**src/rtl/frame_serializer.sv**
```systemverilog
// frame_serializer: accepts parallel payload words over a valid/ready
// handshake and shifts them out one bit per clock, framing the stream for a
// serial CRC-5 stage. Each frame begins with a crc_clr strobe. frame_done
// pulses once the CRC stage has absorbed the final bit. The sticky flags
// underrun and overlength report bubbles and frame truncation.
//
// Build option: define SER_LSB_FIRST_EN to emit each word bit 0 first.
// The default build emits bit WORD_W-1 first.
module frame_serializer #(
  parameter int WORD_W    = 8,
  parameter int MAX_WORDS = 16
) (
  input  logic              clk,
  input  logic              reset,
  input  logic [WORD_W-1:0] in_data,
  input  logic              in_valid,
  input  logic              in_last,
  output logic              in_ready,
  output logic              sd,
  output logic              sd_valid,
  output logic              crc_clr,
  output logic              frame_done,
  output logic              underrun,
  output logic              overlength
);

  localparam int CNT_W = $clog2(MAX_WORDS + 1);
  localparam int BIT_W = $clog2(WORD_W);

  typedef enum logic [2:0] {
    IDLE,
    CLR,
    SHIFT,
    WAIT,
    DONE
  } state_t;

  state_t            state;
  state_t            state_nxt;
  logic [WORD_W-1:0] shreg;
  logic [WORD_W-1:0] shreg_shifted;
  logic [BIT_W-1:0]  bit_cnt;
  logic [CNT_W-1:0]  word_cnt;
  logic [CNT_W-1:0]  word_cnt_nxt;
  logic              last_q;
  logic              run;        // low for one cycle after reset so in_ready stays 0
  logic              accept;
  logic              cur_bit;
  logic              last_bit;
  logic              force_last;

`ifdef SER_LSB_FIRST_EN
  assign cur_bit       = shreg[0];
  assign shreg_shifted = {1'b0, shreg[WORD_W-1:1]};
`else
  assign cur_bit       = shreg[WORD_W-1];
  assign shreg_shifted = {shreg[WORD_W-2:0], 1'b0};
`endif

  assign accept       = in_valid & in_ready;
  assign last_bit     = (bit_cnt == '0);
  // A word taken in IDLE always starts a new frame; any other accept extends it.
  assign word_cnt_nxt = (state == IDLE) ? CNT_W'(1) : word_cnt + CNT_W'(1);
  // The word that reaches MAX_WORDS ends the frame even without in_last.
  assign force_last   = (word_cnt_nxt == CNT_W'(MAX_WORDS)) && !in_last;

  // State register.
  always_ff @(posedge clk) begin
    // NOTE: clocked state uses non-blocking assignments so every register
    // samples pre-edge values regardless of statement order.
    if (reset) state <= IDLE;
    else       state <= state_nxt;
  end

  // Next-state decode and Moore/Mealy outputs.
  always_comb begin
    // NOTE: every output gets a default first so no path infers a latch.
    state_nxt  = state;
    in_ready   = 1'b0;
    sd         = 1'b0;
    sd_valid   = 1'b0;
    crc_clr    = 1'b0;
    frame_done = 1'b0;
    case (state)
      IDLE: begin
        in_ready = run;
        if (accept) state_nxt = CLR;
      end
      CLR: begin
        crc_clr   = 1'b1;
        state_nxt = SHIFT;
      end
      SHIFT: begin
        sd       = cur_bit;
        sd_valid = 1'b1;
        if (last_bit) begin
          if (last_q) begin
            state_nxt = DONE;
          end else begin
            in_ready = 1'b1;
            if (!in_valid) state_nxt = WAIT;
          end
        end
      end
      WAIT: begin
        in_ready = 1'b1;
        if (in_valid) state_nxt = SHIFT;
      end
      DONE: begin
        frame_done = 1'b1;
        state_nxt  = IDLE;
      end
      default: state_nxt = IDLE;
    endcase
  end

  // Shift register, counters, latched last and sticky error flags.
  always_ff @(posedge clk) begin
    if (reset) begin
      shreg      <= '0;
      bit_cnt    <= '0;
      word_cnt   <= '0;
      last_q     <= 1'b0;
      run        <= 1'b0;
      underrun   <= 1'b0;
      overlength <= 1'b0;
    end else begin
      run <= 1'b1;
      if (accept) begin
        shreg    <= in_data;
        bit_cnt  <= BIT_W'(WORD_W - 1);
        word_cnt <= word_cnt_nxt;
        last_q   <= in_last | force_last;
        if (force_last) overlength <= 1'b1;
      end else if (state == SHIFT && !last_bit) begin
        shreg   <= shreg_shifted;
        bit_cnt <= bit_cnt - BIT_W'(1);
      end
      // Every WAIT cycle feeds a zero into the CRC stage.
      if (state == WAIT) underrun <= 1'b1;
    end
  end

endmodule

```
**config.mk**
```make
export PLATFORM = sky130hd
export DESIGN_NAME = frame_serializer
export DESIGN_NICKNAME = d
export VERILOG_FILES = /design/src/rtl/frame_serializer.sv
export SDC_FILE = /design/constraint.sdc
export NUM_CORES = 1
export LEC_CHECK = 0
export CAP_MARGIN = 0
export CORE_MARGIN = 4
export CORE_UTILIZATION = 47
export CTS_CLUSTER_SIZE = 30
export DETAILED_ROUTE_END_ITERATION = 10
export PLACE_DENSITY = 0.79
export SLEW_MARGIN = 30
export SYNTH_ARGS = -nofsm -noshare
export SYNTH_HDL_FRONTEND = slang
export SYNTH_SLANG_ARGS = --single-unit
```
**constraint.sdc**
```tcl
create_clock -name clk -period 1.7 [get_ports clk]
set_clock_uncertainty 0.1 [all_clocks]
set_input_delay 0.255 -clock clk [delete_from_list [all_inputs] [get_ports clk]]
set_output_delay 0.255 -clock clk [all_outputs]
set_load 0.005 [all_outputs]
```
# Word level (Yosys, flattened, before mapping)
# Cells that the tools add are included.
# totals
mem_bits_ro	0
register_bits	23
latch_bits	0
n_memories	0
mem_bits_rw	0
# op_classes
n_mul	0
shifts	0
n_eq_ne	9
bitwise	2
muxes	19
n_div	0
order_cmp	0
n_addsub	2
n_reduce_logical	9
# ops
cell	n
two-way mux 3 bit	7
two-way mux 8 bit	2
one-hot mux 3 bit (4 select lines)	1
two-way mux 1 bit	7
== test 3 x 2 -> 1 bit, second input constant	2
logical NOT 3 bit	2
inequality test 2 bit, second input constant	3
adder 5 x 1 -> 5 bit, second input constant	1
== test 5 bit, second input constant	1
two-way mux 5 bit	1
AND reduction 4 bit	1
== test 3 x 1 -> 1 bit, second input constant	1
== test 3 bit, second input constant	1
inequality test 3 bit, second input constant	1
one-hot mux 1 bit (3 select lines)	1
subtractor 3 x 1 -> 3 bit, second input constant	1
logical AND 1 bit	2
logical NOT 1 bit	2
AND reduction 2 bit	1
nonzero test 2 bit	1
bitwise AND 1 bit	1
OR 1 bit	1

# Longest topological paths before layout
# Gate-level depths: netlist of run 1.
# depth
depth_word	6
depth_mapped	7
mapped_depth_nobuf	7

# Worst setup path after synthesis of run 1
# Ideal clock, no wire load.
# synth_path
path_type	register -> register
from	register bit_cnt[0]
to	register shreg[3]
required_ns	1.509
arrival_ns	1.475
n_path_buf	1
setup_ns	0.091
slack_ns	0.034
stages_incl_launch_ff	8
period_less_slack_ns	1.666
path_cell_list	dfxtp_1 > inv_1 > ha_1 > nor2b_1 > a211oi_4 > buf_4 > nor3_1 > a311oi_1
# synth_via
elab_chain_cells	5
# synth_lines
item	line	text
from (decl)	42	logic [BIT_W-1:0] bit_cnt;
from (signal assigned)	131	bit_cnt <= BIT_W'(WORD_W - 1);
from (signal assigned)	137	bit_cnt <= bit_cnt - BIT_W'(1);
logical NOT 3 bit (*)	61	assign last_bit = (bit_cnt == '0);
two-way mux 1 bit	96	if (last_bit) begin
one-hot mux 1 bit (3 select lines)	84	case (state)
bitwise AND 1 bit	60	assign accept = in_valid & in_ready;
two-way mux 8 bit or nonzero test 2 bit (tied branches)	n/a	
to (signal assigned)	130	shreg <= in_data;
to (signal assigned)	136	shreg <= shreg_shifted;
to (decl)	40	logic [WORD_W-1:0] shreg;
# Mark *: on every way between the ends. The rest lies on a longest branch, timed or not.
# A chain may end at the register's enable or synchronous reset.

# Worst setup path after layout of run 1
# layout_path
from	register bit_cnt[1]
to	output port in_ready
# layout_via
elab_chain_cells	3
# layout_lines
item	line	text
logical NOT 3 bit	61	
two-way mux 1 bit	96	
one-hot mux 1 bit (3 select lines)	84	
to (decl)	18	output logic in_ready,
# Every way passes these cells.

==> out/qor.yml, run 1 <==
clocking:
  htreeDepth: 1
  cts_sinks: 23
  clockBufferDepth: 2
  cts_hold_buf: 0
  cts_tree: "built"
  path_clk_slew_ns: 0.13
  clk_latency_ns: 0.33
  cts_buffers: 3
  clockRootBuffer: "clkbuf_4"
final_layout:
  regArea_um2: 471.7
  fillCellCount: 147
  fin_nets: 197
  diodes: 0
  finalInstanceArea_um2: 1819
  synthToLayoutAreaGrowth_pct: 53.70
  drive_above_1_share_pct: 40.33
  multi_input_area_um2: 787.0
  fin_util_pct: 79.19
min_path:
  min_path_cells: 2
  hp-start: "underrun"
  hold_path_class: "flop to flop"
  holdPathEnd: "underrun"
die:
  fp.dieW_um: 58.19
  die_area_um2: 3385
  chipHeight_um: 58.19
  core_area_um2: 2297
  start_util_pct: 51.53
  ioPinCount: 19
  rows: 17
logic_synthesis:
  yosysSeqAreaShare_pct: 38.90
  yosysUniqueCellTypes: 38
  synth_seq_cells: 23
  async_reset_ff_share_pct: 0
  synth_top_area_share_pct: 38.90
  ys_warn_count: 0
  synth_ff_type: "dfxtp_1"
  syn_inst: 136
  avgSynthCellArea_um2: 8.703
  synth_nets: 151
  syn_area_um2: 1184
  synth_top_cell_by_area: "dfxtp_1"
  synth_area_leaders: "dfxtp_1 (39%), nand2_1 (5.7%), a21oi_1 (5.5%)"
  synth_edf_count: 0
grt:
  first_global_vias: 1209
  grt_start_max_net_pins: 19
  grt_pass1_wl_mm: 5.506
  gr-total-overflow: 0
  grtUsageTotal_pct: 21.54
  antenna_found_initial: 0
drt:
  wirelength_met1_mm: 1.489
  wirelength_mm: 3.711
  detail_route.wl_per_cell_um: 17.76
  route.met2.wl_mm: 1.965
  drc: 0
  route.vias.total: 1248
  wl_met3_um: 175
  drt_iter0_markers: 49
  top_layer_used: "met4"
  drt-vias-per-instance: 5.971
  antenna_left: 0
  drt-pass1-iter-count: 4
critical_path:
  r2r_setup_slack_ns: -0.13
  path_cells: "inv_2 -> ha_4 -> nor2b_4 -> a211oi_4 -> inv_2 -> buf_6"
  worstPathRequired_ns: 1.34
  cp.arrival_ns: 1.52
  crit_slowest_cell: "dfxtp_2"
  critPathKind: "flop to output port"
  endpoint_kind: "output port"
  worst_r2r_startpoint: "state[0]"
  path_common_cell: "inv_2"
  crit_fanout: 3
  max_stage_delay_ns: 0.36
  critPathLaunchType: "flop"
  rr_worst_depth: 5
  timing.rr.end: "word_cnt[3]"
  crit_buf_inv: 3
  critPathTopFamily: "flip-flops"
timing:
  hold_viol: 0
  tightestPinTransition_ns: 0.3441
  layout_setup_ws_ns: -0.1744
  fin_tns_setup_ns: -1.212
  slew_violations: 0
  rsz0062_at_grt: "true"
  fin_crit_sh_pct: 110.3
  slew_headroom_pct: 76.98
  finalCriticalPeriod_ns: 1.874
  max_freq_ghz: 0.5335
  setup_viol: 15
placed_design:
  dp_slack_ns: -0.1686
  hpwl_mm: 2.195
  port_buffers: 18
  post_dp_cell_area_um2: 1535
  globalplace.congestion: 0.8048
job:
  maxCapViolations: 0
run_status:
  outcome: "finished with violations"
  violations: "setup timing"
pwr:
  ir_worst_vdd_v: 0.0007902
  leakagePower_uw: 0.0007218
  powerDensity_nw_per_um2: 980.2
## cell families after synthesis
| kind of cell | Yosys count | share of synthesized area [%] |
|---|---|---|
| AO/OA/AOI/OAI | 35 | 20.51 |
| XOR/XNOR | 5 | 3.700 |
| adder cells (fa/ha/maj) | 3 | 3.172 |
| buffers and inverters | 15 | 6.447 |
| flip-flops | 23 | 38.90 |
| AND/OR/NAND/NOR | 55 | 27.27 |
## metrics by stage
stage / std cells / power (uW) / hold WS, ns
after floorplan: 136 / 1001 / 0.2519
after global placement: 195 / 1225 / 0.3447
after detailed placement: 195 / 1246 / 0.3681
after CTS: 203 / 1587 / 0.3917
after global routing: 209 / 1884 / 0.4176
final: 209 / 1783 / 0.3888
## area by class of cell
cell class	count	area share, %
tap	28	1.926
inverter	6	1.238
clock buffer	4	1.444
sequential	23	25.93
timing repair buffer	50	26.20
multi-input combinational	98	43.26
## what timing repair did
| action | 4_1_cts | 5_1_grt |
|---|---|---|
| gates cloned | 0 | 1 |
| resized for setup | 46 | 21 |
| buffers inserted | 4 | 5 |
| pin swaps | 7 | 10 |
| endpoints found under the setup margin | 23 | 20 |
## placed cells by master (no fill, tap or decap), types with 2 or more instances in the layout
cell / n
o211ai_1: 2
inv_2: 3
buf_4: 23
nand2_1: 17
buf_6: 7
buf_2: 3
dfxtp_1: 18
ha_1: 2
xnor2_1: 2
a21oi_1: 12
dfxtp_4: 2
nor2_1: 2
inv_1: 3
and2_4: 2
a211oi_1: 3
a311oi_2: 2
nor3_4: 2
dfxtp_2: 3
buf_12: 2
nand3_1: 7
clkdlybuf4s50_1: 13
nor3_1: 8
nor3_2: 2
nor4b_4: 2
clkbuf_4: 3
o21ai_0: 4
xor2_1: 3
a311oi_1: 4
## state kept, by name, indices dropped and copies added (netlist names)
name and count:
bit_cnt 3, last_q 1, overlength 1, run 1
shreg 8, state 3, underrun 1, word_cnt 5
## metal layers
layer  track usage [%]  up-vias
met2             39.35       51
li1                  -      589
met4             12.58        0
met1             22.61      601
met3             4.232        7
met5                 0        -
## worst max path at each step
stage                    start  cells after the start  slack [ns]       end
floorplan           bit_cnt[0]                      7        0.03  shreg[3]
CTS                   state[0]                      5       -0.16  in_ready
global route          state[0]                      7       -0.24    last_q
finish              bit_cnt[1]                      6       -0.17  in_ready
global placement    bit_cnt[0]                      6       -0.14  in_ready
detailed placement  bit_cnt[0]                      6       -0.17  in_ready
## power breakdown
group | switching, uW | internal, uW
clock | 177 | 92.2
combinational | 416 | 436
sequential | 52.9 | 609
total | 646 | 1140
## worst min-delay path: cells and delay by family (launching register included)
kind	cells	cell delay (ns)
DFF	1	0.35
and+or+nand+nor	2	0.11
## cell usage after synthesis, types with 3 or more instances
library cell	count
clkbuf_1	4
inv_1	5
nor3_1	12
o21ai_0	5
dfxtp_1	23
a211oi_1	3
a21oi_1	13
buf_4	3
a311oi_1	6
nand3_1	7
nand2_1	18
xor2_1	3
ha_1	3
Power figures use the tool's default switching activity.
==> run 2: changes to the inputs <==
ABC_AREA = 1   (was unset)
SKIP_CTS_REPAIR_TIMING = 1   (was unset)
SKIP_LAST_GASP = 1   (was unset)
==> out/qor.yml, run 2 <==
timing:
  setup_viol: 2  # was 15
  layout_setup_ws_ns: -0.09587  # was -0.1744 ns
  slew_headroom_pct: 72.41  # was 76.98%
  hold_viol: 0  # unchanged
  fin_tns_setup_ns: -0.1736  # was -1.212 ns
  max_freq_ghz: 0.5568  # was 0.5335 GHz
  fin_crit_sh_pct: 105.6  # was 110.3%
  rsz0062_at_grt: "true"  # unchanged
  slew_violations: 0  # unchanged
  tightestPinTransition_ns: 0.4134  # was 0.3441 ns
  finalCriticalPeriod_ns: 1.796  # was 1.874 ns
die:
  ioPinCount: 19  # unchanged
  chipHeight_um: 59.65  # was 58.19 um
  start_util_pct: 50.15  # was 51.53%
  core_area_um2: 2500  # was 2297 um2
  rows: 18  # was 17
  fp.dieW_um: 59.65  # was 58.19 um
  die_area_um2: 3558  # was 3385 um2
final_layout:
  drive_above_1_share_pct: 19.70  # was 40.33%
  final_cell_mix: "nand2_1 (29), nor2_1 (23), dfxtp_1 (20), inv_1 (18), clkdlybuf4s50_1 (14)"  # was buf_4 (23), dfxtp_1 (18), nand2_1 (17), clkdlybuf4s50_1 (13), a21oi_1 (12)
  top_regs: "shreg: 8 flops, word_cnt: 5 flops"  # unchanged
  fin_nets: 219  # was 197
  diodes: 0  # unchanged
  top_register: "shreg"  # unchanged
  largest_reg_flops: 8  # unchanged
  fillCellCount: 214  # was 147
  fin_util_pct: 62.81  # was 79.19%
  synthToLayoutAreaGrowth_pct: 25.25  # was 53.70%
  final_common_cell: "nand2_1"  # was buf_4
critical_path:
  cp.arrival_ns: 1.44  # was 1.52 ns
  critPathLaunchType: "flop"  # unchanged
  worstPathRequired_ns: 1.34  # about the same
  crit_fanout: 5  # was 3
  endpoint_kind: "output port"  # unchanged
  max_stage_delay_ns: 0.53  # was 0.36 ns
  critPathKind: "flop to output port"  # unchanged
  path_cells: "inv_2 -> nor3_1 -> clkdlybuf4s50_1"  # was inv_2 -> ha_4 -> nor2b_4 -> a211oi_4 -> inv_2 -> buf_6
  crit_slowest_cell: "clkdlybuf4s50_1"  # was dfxtp_2
clocking:
  clockBufferDepth: 2  # unchanged
  cts_buffers: 3  # unchanged
  cts_sinks: 23  # unchanged
  path_clk_slew_ns: 0.12  # was 0.13 ns
  cts_tree: "built"  # unchanged
  clk_latency_ns: 0.30  # was 0.33 ns
  clockRootBuffer: "clkbuf_4"  # unchanged
  htreeDepth: 1  # unchanged
logic_synthesis:
  syn_area_um2: 1254  # was 1184 um2
  synth_edf_count: 0  # unchanged
  synth_ff_type: "dfxtp_1"  # unchanged
  ys_top_cells_by_count: "nand2_1 (29), nor2_1 (24), dfxtp_1 (23)"  # was dfxtp_1 (23), nand2_1 (18), a21oi_1 (13)
  synth_nets: 192  # was 151
  yosysUniqueCellTypes: 24  # was 38
  yosysSeqAreaShare_pct: 36.73  # was 38.90%
  avgSynthCellArea_um2: 7.083  # was 8.703 um2
  syn_inst: 177  # was 136
  synth_top_area_share_pct: 36.73  # was 38.90%
  synth_seq_cells: 23  # unchanged
  yosysMostFrequentCell: "nand2_1"  # was dfxtp_1
  synth_top_cell_by_area: "dfxtp_1"  # unchanged
  synth_area_leaders: "dfxtp_1 (37%), nand2_1 (8.7%), nor2_1 (7.2%)"  # was dfxtp_1 (39%), nand2_1 (5.7%), a21oi_1 (5.5%)
  ys_warn_count: 0  # unchanged
  async_reset_ff_share_pct: 0  # unchanged
pwr:
  leakagePower_uw: 0.0007632  # was 0.0007218 uW
  finalPower_uw: 1828  # was 1783 uW
  ir_worst_vdd_v: 0.0006500  # was 0.0007902 V
  powerDensity_nw_per_um2: 1164  # was 980.2 nW/um2
run_status:
  violations: "setup timing"  # unchanged
  outcome: "finished with violations"  # unchanged
grt:
  grtUsageTotal_pct: 16.15  # was 21.54%
  antenna_found_initial: 0  # unchanged
  grt_start_max_net_pins: 18  # was 19
  grt_util_met3_pct: 2.832  # was 4.232%
  first_global_vias: 1039  # was 1209
  top_usage_layer: "met2"  # unchanged
  grt_use_met1_pct: 19.97  # was 22.61%
  gr-total-overflow: 0  # unchanged
  grt.met2_usage_pct: 26.08  # was 39.35%
  grt_pass1_wl_mm: 4.360  # was 5.506 mm
min_path:
  hold_path_class: "flop to flop"  # unchanged
drt:
  drc: 0  # unchanged
  detail_route.wl_per_cell_um: 11.68  # was 17.76 um
  drt_iter0_markers: 36  # was 49
  antenna_left: 0  # unchanged
  wirelength_mm: 2.722  # was 3.711 mm
  drt-pass1-iter-count: 5  # was 4
  route.vias.total: 1203  # was 1248
  drt-vias-per-instance: 5.163  # was 5.971
job:
  maxCapViolations: 0  # unchanged
placed_design:
  globalplace.congestion: 0.8994  # was 0.8048
  dp_slack_ns: -0.03318  # was -0.1686 ns
  hpwl_mm: 1.885  # was 2.195 mm
  port_buffers: 18  # unchanged
run 2: cell types whose count changed after synthesis, sizes merged, moves of 4 or more:
cell | previous run | this run
nor2 | 2 | 30
inv | 6 | 24
nand2 | 19 | 35
o21ai | 5 | 19
nand3 | 7 | 14
nor3 | 12 | 5
a311oi | 6 | 0
a211oi | 4 | 0
run 2: cell families after synthesis:
group	synth area share [%]
AOI/OAI and AO/OA	12.87
xor gates and xnor gates	2.096
adders and majority gates	2.994
buffers and inverters	11.48
DFF	36.73
and+or+nand+nor	33.83
run 2: layout make-up:
class                           count  area, um2  area share, %
Inverter                           24      97.59          6.215
Sequential cell                    23      469.2          29.88
Timing Repair Buffer               28      277.8          17.69
Multi-Input combinational cell    124      661.9          42.15
Tap cell                           30      37.54          2.390
Clock buffer                        4      26.28          1.673
run 2: path summary, 6_finish.rpt:
path / from / endpoint / slack [ns] / cells after the start
max: state[0] / crc_clr / -0.1 / 3
min: overlength / overlength / 0.35 / 2
max reg2reg: bit_cnt[0] / shreg[4] / 0.09 / 10
min reg2reg: overlength / overlength / 0.35 / 2
run 2: worst max-delay path, delay by kind of cell (launching register included):
kind          cells  cell delay [ns]
buf+inv           2             0.59
flops             1             0.40
simple gates      1             0.15
run 2: metal layers:
metal  part of all wire (%)  vias to the layer above
met5                      0                        -
met4                    1.7                        0
met3                    6.1                        6
met2                     48                       37
met1                     44                      541
li1                       -                      619
run 2: per-stage QoR:
step | hold WS [ns] | cells | instance area [um2]
5_1_grt | 0.3851 | 233 | 1570
4_1_cts | 0.3589 | 231 | 1516
3_5_place_dp | 0.3404 | 227 | 1490
3_3_place_gp | 0.3374 | 227 | 1490
2_1_floorplan | 0.2822 | 177 | 1254
6_report | 0.3546 | 233 | 1570
run 2: where the power goes:
group	total, uW	switching [uW]	leakage (uW)	internal (uW)
Sequential	747	93.6	0.000191	653
Clock	246	155	0.0000150	91.5
Combinational	834	471	0.000557	363
